`src/rtl/rv_plic_claim_pkg.sv`:
```
// ----------------------------------------------------------------------------
// rv_plic_claim_pkg
// Shared definitions for the PLIC hart-side claim/complete endpoint.
//   ID_NONE        : interrupt ID 0, reads back as "no interrupt"
//   claim_result_e : how a claim read was resolved
//   id_width()     : width of an interrupt ID for a given number of sources
// No ports (package).
// ----------------------------------------------------------------------------
package rv_plic_claim_pkg;

    localparam int unsigned ID_NONE = 0;

    typedef enum logic [1:0] {
        CLAIM_OK    = 2'd0,
        CLAIM_EMPTY = 2'd1,
        CLAIM_FULL  = 2'd2,
        CLAIM_BUSY  = 2'd3
    } claim_result_e;

    // An ID must index every source. At least one bit is kept so that a
    // degenerate configuration still elaborates.
    function automatic int unsigned id_width(input int unsigned n_source);
        return (n_source > 2) ? $clog2(n_source) : 1;
    endfunction

endpackage

```
`src/rtl/rv_plic_claim_timer.sv`:
```
// ----------------------------------------------------------------------------
// rv_plic_claim_timer
// Stall watchdog for the claim controller: a saturating cycle counter with a
// sticky flag. Only instantiated when RV_PLIC_CLAIM_TIMEOUT_EN is defined.
// Ports:
//   clk_i     : clock
//   rst_ni    : asynchronous active-low reset
//   run_i     : count this cycle (something is in service)
//   clear_i   : restart the count (a complete landed, or nothing in service)
//   timeout_o : sticky, set once TimeoutCycles counting cycles elapse
// ----------------------------------------------------------------------------
module rv_plic_claim_timer
    import rv_plic_claim_pkg::*;
#(
    parameter int unsigned TimeoutCycles = 1024
) (
    input  logic clk_i,
    input  logic rst_ni,
    input  logic run_i,
    input  logic clear_i,
    output logic timeout_o
);

    localparam int unsigned TimerW = $clog2(TimeoutCycles + 1);

    logic [TimerW-1:0] timer_q;
    logic              flag_q;
    logic              at_limit;
    logic              hit_limit;

    assign at_limit  = (timer_q == TimerW'(TimeoutCycles));
    // The flag rises on the same edge at which the counter reaches the limit.
    assign hit_limit = run_i && !clear_i && (timer_q == TimerW'(TimeoutCycles - 1));

    always_ff @(posedge clk_i or negedge rst_ni) begin
        if (!rst_ni) begin
            timer_q <= '0;
            flag_q  <= 1'b0;
        end else begin
            if (clear_i) begin
                timer_q <= '0;
            end else if (run_i && !at_limit) begin
                timer_q <= timer_q + TimerW'(1);
            end
            if (hit_limit) begin
                flag_q <= 1'b1;
            end
        end
    end

    assign timeout_o = flag_q;

endmodule

```
`src/rtl/rv_plic_claim_ctrl.sv`:
```
// ----------------------------------------------------------------------------
// rv_plic_claim_ctrl
// Hart-side claim/complete endpoint for one PLIC target. Resolves claim reads
// against the arbitrated irq/irq_id, applies complete writes, pulses the
// gateways and tracks the set of in-service sources (nesting depth is bounded
// by MaxOutstanding). ID 0 means "no interrupt" and is never claimable.
// Optional feature macro: RV_PLIC_CLAIM_TIMEOUT_EN (stall watchdog).
// Ports:
//   clk_i, rst_ni         : clock, asynchronous active-low reset
//   irq_i, irq_id_i       : best eligible interrupt of this target
//   claim_re_i            : claim read strobe
//   claim_rvalid_o/rdata_o: claim response one cycle later (0 = none/rejected)
//   complete_we_i/wdata_i : complete write strobe and ID
//   claim_o, complete_o   : one-hot pulses back to the gateways
//   active_o              : in-service bitmap
//   irq_o                 : interrupt to hart, masked while nesting is full
//   err_o                 : pulse on any rejected claim/complete
//   timeout_o             : sticky stall flag (0 without the macro)
// ----------------------------------------------------------------------------
module rv_plic_claim_ctrl
    import rv_plic_claim_pkg::*;
#(
    parameter  int unsigned N_SOURCE       = 32,
    parameter  int unsigned MaxOutstanding = 4,
    parameter  int unsigned TimeoutCycles  = 1024,
    localparam int unsigned SrcWidth       = id_width(N_SOURCE)
) (
    input  logic                clk_i,
    input  logic                rst_ni,
    input  logic                irq_i,
    input  logic [SrcWidth-1:0] irq_id_i,
    input  logic                claim_re_i,
    output logic                claim_rvalid_o,
    output logic [SrcWidth-1:0] claim_rdata_o,
    input  logic                complete_we_i,
    input  logic [SrcWidth-1:0] complete_wdata_i,
    output logic [N_SOURCE-1:0] claim_o,
    output logic [N_SOURCE-1:0] complete_o,
    output logic [N_SOURCE-1:0] active_o,
    output logic                irq_o,
    output logic                err_o,
    output logic                timeout_o
);

    localparam int unsigned CntW = $clog2(MaxOutstanding + 1);

    logic [N_SOURCE-1:0] active_q, active_d;
    logic [N_SOURCE-1:0] claim_vec, complete_vec;
    logic [N_SOURCE-1:0] claim_q, complete_q;
    logic [CntW-1:0]     count_q, count_d;
    logic [SrcWidth-1:0] rdata_q;
    logic                rvalid_q, err_q;
    logic                cnt_full;
    logic                claim_ok, claim_err;
    logic                complete_ok, complete_err;
    claim_result_e       claim_res;

    // With N_SOURCE not a power of two an ID field can encode sources that
    // do not exist.
    function automatic logic in_range(input logic [SrcWidth-1:0] id);
        return {1'b0, id} < (SrcWidth + 1)'(N_SOURCE);
    endfunction

    assign cnt_full = (count_q >= CntW'(MaxOutstanding));

    // Both requests are judged on the state before this cycle, so a claim and
    // a complete of the same ID resolve as "claim busy, complete applied".
    always_comb begin
        claim_res = CLAIM_OK;
        if (!irq_i) begin
            claim_res = CLAIM_EMPTY;
        end else if ((irq_id_i == SrcWidth'(ID_NONE)) || !in_range(irq_id_i) ||
                     active_q[irq_id_i]) begin
            claim_res = CLAIM_BUSY;
        end else if (cnt_full) begin
            claim_res = CLAIM_FULL;
        end

        claim_ok     = claim_re_i && (claim_res == CLAIM_OK);
        claim_err    = claim_re_i && ((claim_res == CLAIM_FULL) || (claim_res == CLAIM_BUSY));
        complete_ok  = complete_we_i && (complete_wdata_i != SrcWidth'(ID_NONE)) &&
                       in_range(complete_wdata_i) && active_q[complete_wdata_i];
        complete_err = complete_we_i && !complete_ok;

        claim_vec    = claim_ok    ? (N_SOURCE'(1) << irq_id_i)         : '0;
        complete_vec = complete_ok ? (N_SOURCE'(1) << complete_wdata_i) : '0;

        active_d = (active_q | claim_vec) & ~complete_vec;
        // Cannot wrap: an accepted claim needs room, an accepted complete
        // needs an active source.
        count_d  = count_q + CntW'(claim_ok) - CntW'(complete_ok);
    end

    always_ff @(posedge clk_i or negedge rst_ni) begin
        if (!rst_ni) begin
            active_q   <= '0;
            count_q    <= '0;
            rvalid_q   <= 1'b0;
            rdata_q    <= '0;
            claim_q    <= '0;
            complete_q <= '0;
            err_q      <= 1'b0;
        end else begin
            active_q   <= active_d;
            count_q    <= count_d;
            rvalid_q   <= claim_re_i;
            rdata_q    <= claim_ok ? irq_id_i : SrcWidth'(ID_NONE);
            claim_q    <= claim_vec;
            complete_q <= complete_vec;
            err_q      <= claim_err || complete_err;
        end
    end

    assign claim_rvalid_o = rvalid_q;
    assign claim_rdata_o  = rdata_q;
    assign claim_o        = claim_q;
    assign complete_o     = complete_q;
    assign active_o       = active_q;
    assign err_o          = err_q;
    // Hold the hart off once no further nesting level is available.
    assign irq_o          = irq_i && !cnt_full;

`ifdef RV_PLIC_CLAIM_TIMEOUT_EN
    rv_plic_claim_timer #(
        .TimeoutCycles(TimeoutCycles)
    ) u_timer (
        .clk_i    (clk_i),
        .rst_ni   (rst_ni),
        .run_i    (count_q != '0),
        .clear_i  (complete_ok || (count_q == '0)),
        .timeout_o(timeout_o)
    );
`else
    assign timeout_o = 1'b0;
`endif

    a_params: assert property (@(posedge clk_i)
        (N_SOURCE >= 2) && (MaxOutstanding >= 1) && (MaxOutstanding < N_SOURCE) &&
        (TimeoutCycles >= 1));

    a_claim_onehot: assert property (@(posedge clk_i) disable iff (!rst_ni)
        $onehot0(claim_o));

    a_complete_onehot: assert property (@(posedge clk_i) disable iff (!rst_ni)
        $onehot0(complete_o));

    a_count_matches: assert property (@(posedge clk_i) disable iff (!rst_ni)
        $countones(active_q) == int'(count_q));

    a_rvalid_after_re: assert property (@(posedge clk_i) disable iff (!rst_ni)
        claim_rvalid_o |-> $past(claim_re_i));

endmodule
```
`config.mk`:
```
export PLATFORM = sky130hd
export DESIGN_NAME = rv_plic_claim_ctrl
export DESIGN_NICKNAME = d
export VERILOG_FILES = /design/src/rtl/rv_plic_claim_pkg.sv /design/src/rtl/rv_plic_claim_timer.sv /design/src/rtl/rv_plic_claim_ctrl.sv
export SDC_FILE = /design/constraint.sdc
export NUM_CORES = 1
export LEC_CHECK = 0
export ABC_AREA = 1
export CORE_MARGIN = 5
export CORE_UTILIZATION = 45
export DETAILED_ROUTE_END_ITERATION = 12
export HOLD_SLACK_MARGIN = 0.08
export PLACE_DENSITY = 0.73
export REMOVE_ABC_BUFFERS = 1
export SLEW_MARGIN = 20
export SYNTH_ARGS = -nofsm -noshare
export SYNTH_HDL_FRONTEND = slang
export SYNTH_HIERARCHICAL = 1
export SYNTH_SLANG_ARGS = --single-unit
```
`constraint.sdc`:
```
create_clock -name clk_i -period 2.8 [get_ports clk_i]
set_input_delay 0.42 -clock clk_i [delete_from_list [all_inputs] [get_ports clk_i]]
set_output_delay 0.42 -clock clk_i [all_outputs]
set_load 0.1 [all_outputs]
```
## Word-level counts from Yosys, hierarchy flattened

Index checks and enable logic that the tools add are counted.
W data, S select, Z words.

| word-level totals | value |
|---|---|
| output and inout bits | 105 |
| bits of input ports | 15 |
| logic and storage cells | 43 |
| register bits | 106 |

| cells by class | value |
|---|---|
| add/sub/neg operators | 2 |
| order comparisons | 3 |
| muxes and demuxes | 10 |
| shift-type cells | 2 |
| reduce and logical (&&, ||, !) cells | 14 |
| equal/unequal tests | 2 |
| bitwise logic cells | 3 |

Operators by type and width:

| kind | count |
|---|---|
| $mux W32 | 2 |
| $shl A1 B5 Y32 const A | 2 |
| $and A32 B32 Y32 | 1 |
| $not A32 Y32 | 1 |
| $or A32 B32 Y32 | 1 |
| $lt A5 B6 Y1 const B | 2 |
| $bmux W1 S5 | 2 |
| $logic_and A1 B1 Y1 | 6 |
| $mux W2 | 3 |
| $logic_not A5 Y1 | 1 |
| $mux W5 | 1 |
| $reduce_bool A5 Y1 | 1 |
| $eq A2 B2 Y1 const B | 2 |
| $add A3 B1 Y3 | 1 |
| $ge A3 B3 Y1 const B | 1 |
| $logic_or A1 B1 Y1 | 3 |
| $sub A3 B1 Y3 | 1 |
| $logic_not A1 Y1 | 2 |
| $logic_not A2 Y1 | 1 |
| $mux W1 | 2 |

## Longest topological paths before layout

| depth | value |
|---|---|
| word-level depth | 10 |
| gate-level depth with buffers | 18 |
| gate-level depth less buffers | 17 |

## Worst setup path after synthesis

Ideal clock, no wire load.

| path | value |
|---|---|
| kind | register to register |
| from | register active_q[12], in the netlist active_o[12] |
| to | register count_q[2] |
| slack | -0.146 ns |
| data required time | 2.671 ns |
| data arrival time | 2.818 ns |
| period minus slack after synthesis | 2.946 ns |
| path buffers | 0 |
| library setup time | 0.129 ns |
| cell stages (with the launch flop) | 16 |
| cell sequence | dfrtp_1 inv_1 o21ai_0 nand2_1 nand3_1 nand3_1 nand3_1 nand2_2 nand2_1 ha_1 inv_1 ha_1 inv_1 fa_1 xnor2_1 xor2_1 |

| on the way | value |
|---|---|
| longest elaborated chain between the ends | 9 |
| elaborated cells between the ends (all ways) | 12 |
| those cells by class | add/sub: 2; mux: 6; reduce/logical: 4 |

Ends and longest elaborated chain:

| what | line | RTL |
|---|---|---|
| start: declaration | rv_plic_claim_ctrl.sv:47 | `logic [N_SOURCE-1:0] active_q, active_d;` |
| start signal: assignment | rv_plic_claim_ctrl.sv:104 | `active_q <= active_d;` |
| $bmux W1 S5 | rv_plic_claim_ctrl.sv:73 | `active_q[irq_id_i]) begin` |
| $mux W1 (not written as such) | rv_plic_claim_ctrl.sv:73 |  |
| $logic_or A1 B1 Y1 | rv_plic_claim_ctrl.sv:72 | `end else if ((irq_id_i == SrcWidth'(ID_NONE)) \|\| !in_range(irq_id_i) \|\|` |
| $mux W2 | rv_plic_claim_ctrl.sv:72 |  |
| $mux W2 | rv_plic_claim_ctrl.sv:70 | `if (!irq_i) begin` |
| $logic_not A2 Y1 | rv_plic_claim_ctrl.sv:79 | `claim_ok = claim_re_i && (claim_res == CLAIM_OK);` |
| $logic_and A1 B1 Y1 | rv_plic_claim_ctrl.sv:79 |  |
| $add A3 B1 Y3 | rv_plic_claim_ctrl.sv:91 | `count_d = count_q + CntW'(claim_ok) - CntW'(complete_ok);` |
| $sub A3 B1 Y3 * | rv_plic_claim_ctrl.sv:91 |  |
| named net count_d[2] | rv_plic_claim_ctrl.sv:50 | `logic [CntW-1:0] count_q, count_d;` |
| end signal: assignment | rv_plic_claim_ctrl.sv:105 | `count_q <= count_d;` |
| end: declaration | rv_plic_claim_ctrl.sv:50 |  |

Mark *: on every way through the listed nets, which the timed path passes. The rest lies on a longest branch. The select of a mux whose other input is x is not followed.

## Final worst setup path

| path | value |
|---|---|
| from | input port complete_wdata_i[0] |
| to | register count_q[2] |

| on the way | value |
|---|---|
| longest elaborated chain between the ends | 4 |
| elaborated cells between the ends (all ways) | 6 |
| those cells by class | add/sub: 1; mux: 2; reduce/logical: 3 |

Ends and longest elaborated chain:

| what | line | RTL |
|---|---|---|
| start: declaration | rv_plic_claim_ctrl.sv:36 | `input logic [SrcWidth-1:0] complete_wdata_i,` |
| $bmux W1 S5 or $reduce_bool A5 Y1 (tied branches) | rv_plic_claim_ctrl.sv:82, rv_plic_claim_ctrl.sv:81 |  |
| $mux W1 (not written as such) or $logic_and A1 B1 Y1 (tied branches) | rv_plic_claim_ctrl.sv:82, rv_plic_claim_ctrl.sv:81 |  |
| $logic_and A1 B1 Y1 * | rv_plic_claim_ctrl.sv:82 | `in_range(complete_wdata_i) && active_q[complete_wdata_i];` |
| $sub A3 B1 Y3 * | rv_plic_claim_ctrl.sv:91 |  |
| named net count_d[2] | rv_plic_claim_ctrl.sv:50 |  |

Marks and branches as above.

==> metrics.txt <==
largest net degree at the start of global routing=48; Final GP Congestion=0.947; slowest CP cell=fa_2; ant diodes=0; critical path launch point type=primary input; Fin Clk Skew=19.7 ps; CP delay by family, top=adder cells; core area=0.0103 mm²; synthesis-stage register bit count=106; fin nets=718; CP peak stage delay=350 ps; GRT overflow=0; Worst IR Drop VDD=0.607 mV; Reg clk slew, reported paths=100 ps; Boundary Pins=120; PwrDens=748 mW/mm²; final setup fails=0; fmax=0.389 GHz; leakage=0.00342 µW; Layout area overhead=36.8%; cells after synthesis=533; TritonRoute pass-1 iters=5; fin cells=841; Net Sw Frac=45.5%; mapped cell area=0.00470 mm²; Routed wire per std cell=18.5 µm; hold slack final=393 ps; vias per inst=5.04; fin util=62.6%; placed insts=822; H-tree levels=3; clock group share of total power=21.9%; first-pass GRT wire length=24,800 µm; WS Path Type=in2reg; Pins Over Slew Limit=0; Iteration-0 DRC Markers=263; crit end category=register; Worst Path Buf+Inv=6; Port Buffer Count=118; Total Die Area=0.0126 mm²; number of global-route vias before repair=4,491; YS warnings=6; CTS Buffer Depth=2; worst setup margin=231 ps; crit path cell chain=dlygate4sd2_1 > buf_6 > nand2_4 > inv_2 > nand2_1 > nand2_1 > nor2_1 > nor2_1 > nand2_1 > nand3_2 > nand3_1 > inv_1 > ha_1 > inv_1 > ha_1 > inv_1 > fa_2 > xnor2_2 > xor2_1; CTS tree=yes; dpl ws=-612 ps; HPWL reported at the end of detailed placement=11,700 µm; chip height=112 µm; Via Count=4,240; P_int=2620 µW; Filler Cell Count=933; Final ANT Viol Nets=0; CP Data Required Time=3120 ps; Routed WL=15,600 µm; Total GRT Usage=25.5%; CTS buffer count=9; layout cells sized above 1=32.5%; Die W=112 µm; syn avg cell area=8.83 µm²; type of the tightest min-delay check=reg2reg; max_cap viols=0; Switch Pwr=2190 µW; Initial Util=45.8%; WP data arrival=2880 ps; DRC Markers=0; fin crit period=2570 ps; status=finished, final reports clean; post-synth cell types=29; initial antenna violation count=0; worst skew pair latency=390 ps; Flop pwr share=38.7%; final hold viol count=0; Tcrit/Tclk final=91.8%; CP Max Fanout=5; root buffer cell=clkbuf_8; sequential fraction of the synthesis area=56.4%; Logic pwr share=39.4%; number of cell rows=37; total power=4810 µW; Clock Sinks=106
path summary, 6_finish.rpt:
kind                                   startpoint                     end  slack, ps  cells after the start
setup / recovery              complete_wdata_i[0]    count_q[2]$_DFF_PN0_        230                     19
hold / removal              active_o[0]$_DFF_PN0_   active_o[0]$_DFF_PN0_        390                      0
setup reg to reg           active_o[31]$_DFF_PN0_    count_q[2]$_DFF_PN0_        290                     16
hold reg to reg             active_o[0]$_DFF_PN0_   active_o[0]$_DFF_PN0_        390                      0
max in group asynchronous                  rst_ni  active_o[21]$_DFF_PN0_       1580                      3
min in group asynchronous                  rst_ni   claim_o[12]$_DFF_PN0_        540                      2
metal layers:
metal,vias to the layer above,share of wire (%),GRT usage (%)
met5,-,0,0
met4,0,2.5,8.57
met3,28,6.1,6.25
met2,162,47,40.6
met1,2034,45,34.4
li1,2016,-,-
synthesized netlist by cell type:
master	instances	area (µm²)
dfrtp_1	106	2650
nor2_1	86	323
nand3_1	81	405
nand2_1	71	267
inv_1	59	221
a21oi_1	38	190
nor2_2	13	81.3
nor2_4	10	113
clkbuf_1	9	33.8
buf_4	7	52.6
o21ai_0	7	35.0
buf_2	6	30.0
inv_2	6	22.5
nand4_1	6	37.5
nand2_2	4	25.0
nand3_2	4	40.0
buf_6	3	33.8
nor3_1	3	15.0
buf_1	2	7.51
ha_1	2	25.0
o21ai_1	2	10.0
and3_1	1	6.26
buf_8	1	15.0
clkinv_1	1	3.75
conb_1	1	3.75
fa_1	1	20.0
nand3_4	1	17.5
xnor2_1	1	8.76
xor2_1	1	8.76
flip-flops by register name (all words and copies together), names as in the netlist:
register / count
active_o: 32
claim_rdata_o: 5
claim_o: 32
complete_o: 32
err_o: 1
count_q: 3
claim_rvalid_o: 1
stage by stage:
step / TNS, ps / instance area (µm²)
2_1_floorplan: -669 / 4540
3_3_place_gp: -1100 / 6120
3_5_place_dp: -1070 / 6120
4_1_cts: 0 / 6380
5_1_grt: -3.52 / 6430
6_report: 0 / 6430
layout make-up:
type                       count  area [µm²]  share of cell area (%)
timing repair buffer         182        1470                    22.8
clock buffer                   9         124                    1.92
multi-input combinational    335        1670                    26.0
clock inverter                 7        98.8                    1.54
inverter                      66         250                    3.89
tap                          136         170                    2.64
sequential                   106        2650                    41.2
power groups by stage:
stage / combinational, µW / sequential, µW / clock [µW]
after detailed placement: 1860 / 1890 / 0
after CTS: 1870 / 1860 / 1070
final: 1890 / 1860 / 1060
after global routing: 1990 / 1880 / 1140
after global placement: 1850 / 1890 / 0
after floorplan: 410 / 2750 / 0
worst reg2reg max path, cell delays in order (launching register included):
cell and delay, ps:
dfrtp_1 460, nand2_1 90, o21ai_0 70, buf_4 130, nand2_1 50, nand3_1 70
nand3_1 90, nand3_1 90, nand2_2 110, nand2_1 80, ha_1 270, inv_1 50
ha_1 140, inv_1 50, fa_2 350, xnor2_2 180, xor2_1 160
layout by cell type, fill, tap and decap left out, types with 2 or more instances in the layout:
cell and instances:
nand2_1 70, a21oi_1 36, buf_12 3, nand4_1 6
nand2_4 2, nand3_1 81, bufinv_16 2, o21ai_0 7
clkbuf_8 9, nand2_2 3, dlymetal6s2s_1 3, a21oi_2 2
nor2_2 12, buf_6 2, inv_6 3, inv_1 58
conb_1 3, inv_2 6, nor2_1 86, nand3_2 4
nor2_4 11, clkdlybuf4s50_1 8, o21ai_1 2, ha_1 2
nor3_1 3, dfrtp_1 106, buf_4 162
logic make-up after synthesis:
group	share of synthesized area [%]
AND/OR/NAND/NOR	28.3
flip-flops	56.4
buffers and inverters	8.94
AO/OA/AOI/OAI	5.00
adder cells (fa/ha/maj)	0.957
XOR/XNOR	0.372
other	0.0797
timing repair:
item	in CTS	in global routing
endpoints found under the hold margin	37	0
gates resized for setup	9	10
pin swaps	1	0
cloned	0	1
hold buffers	1	0
endpoints found under the setup margin	2	2
buffers inserted	0	1
(Power assumes the default switching activity.)
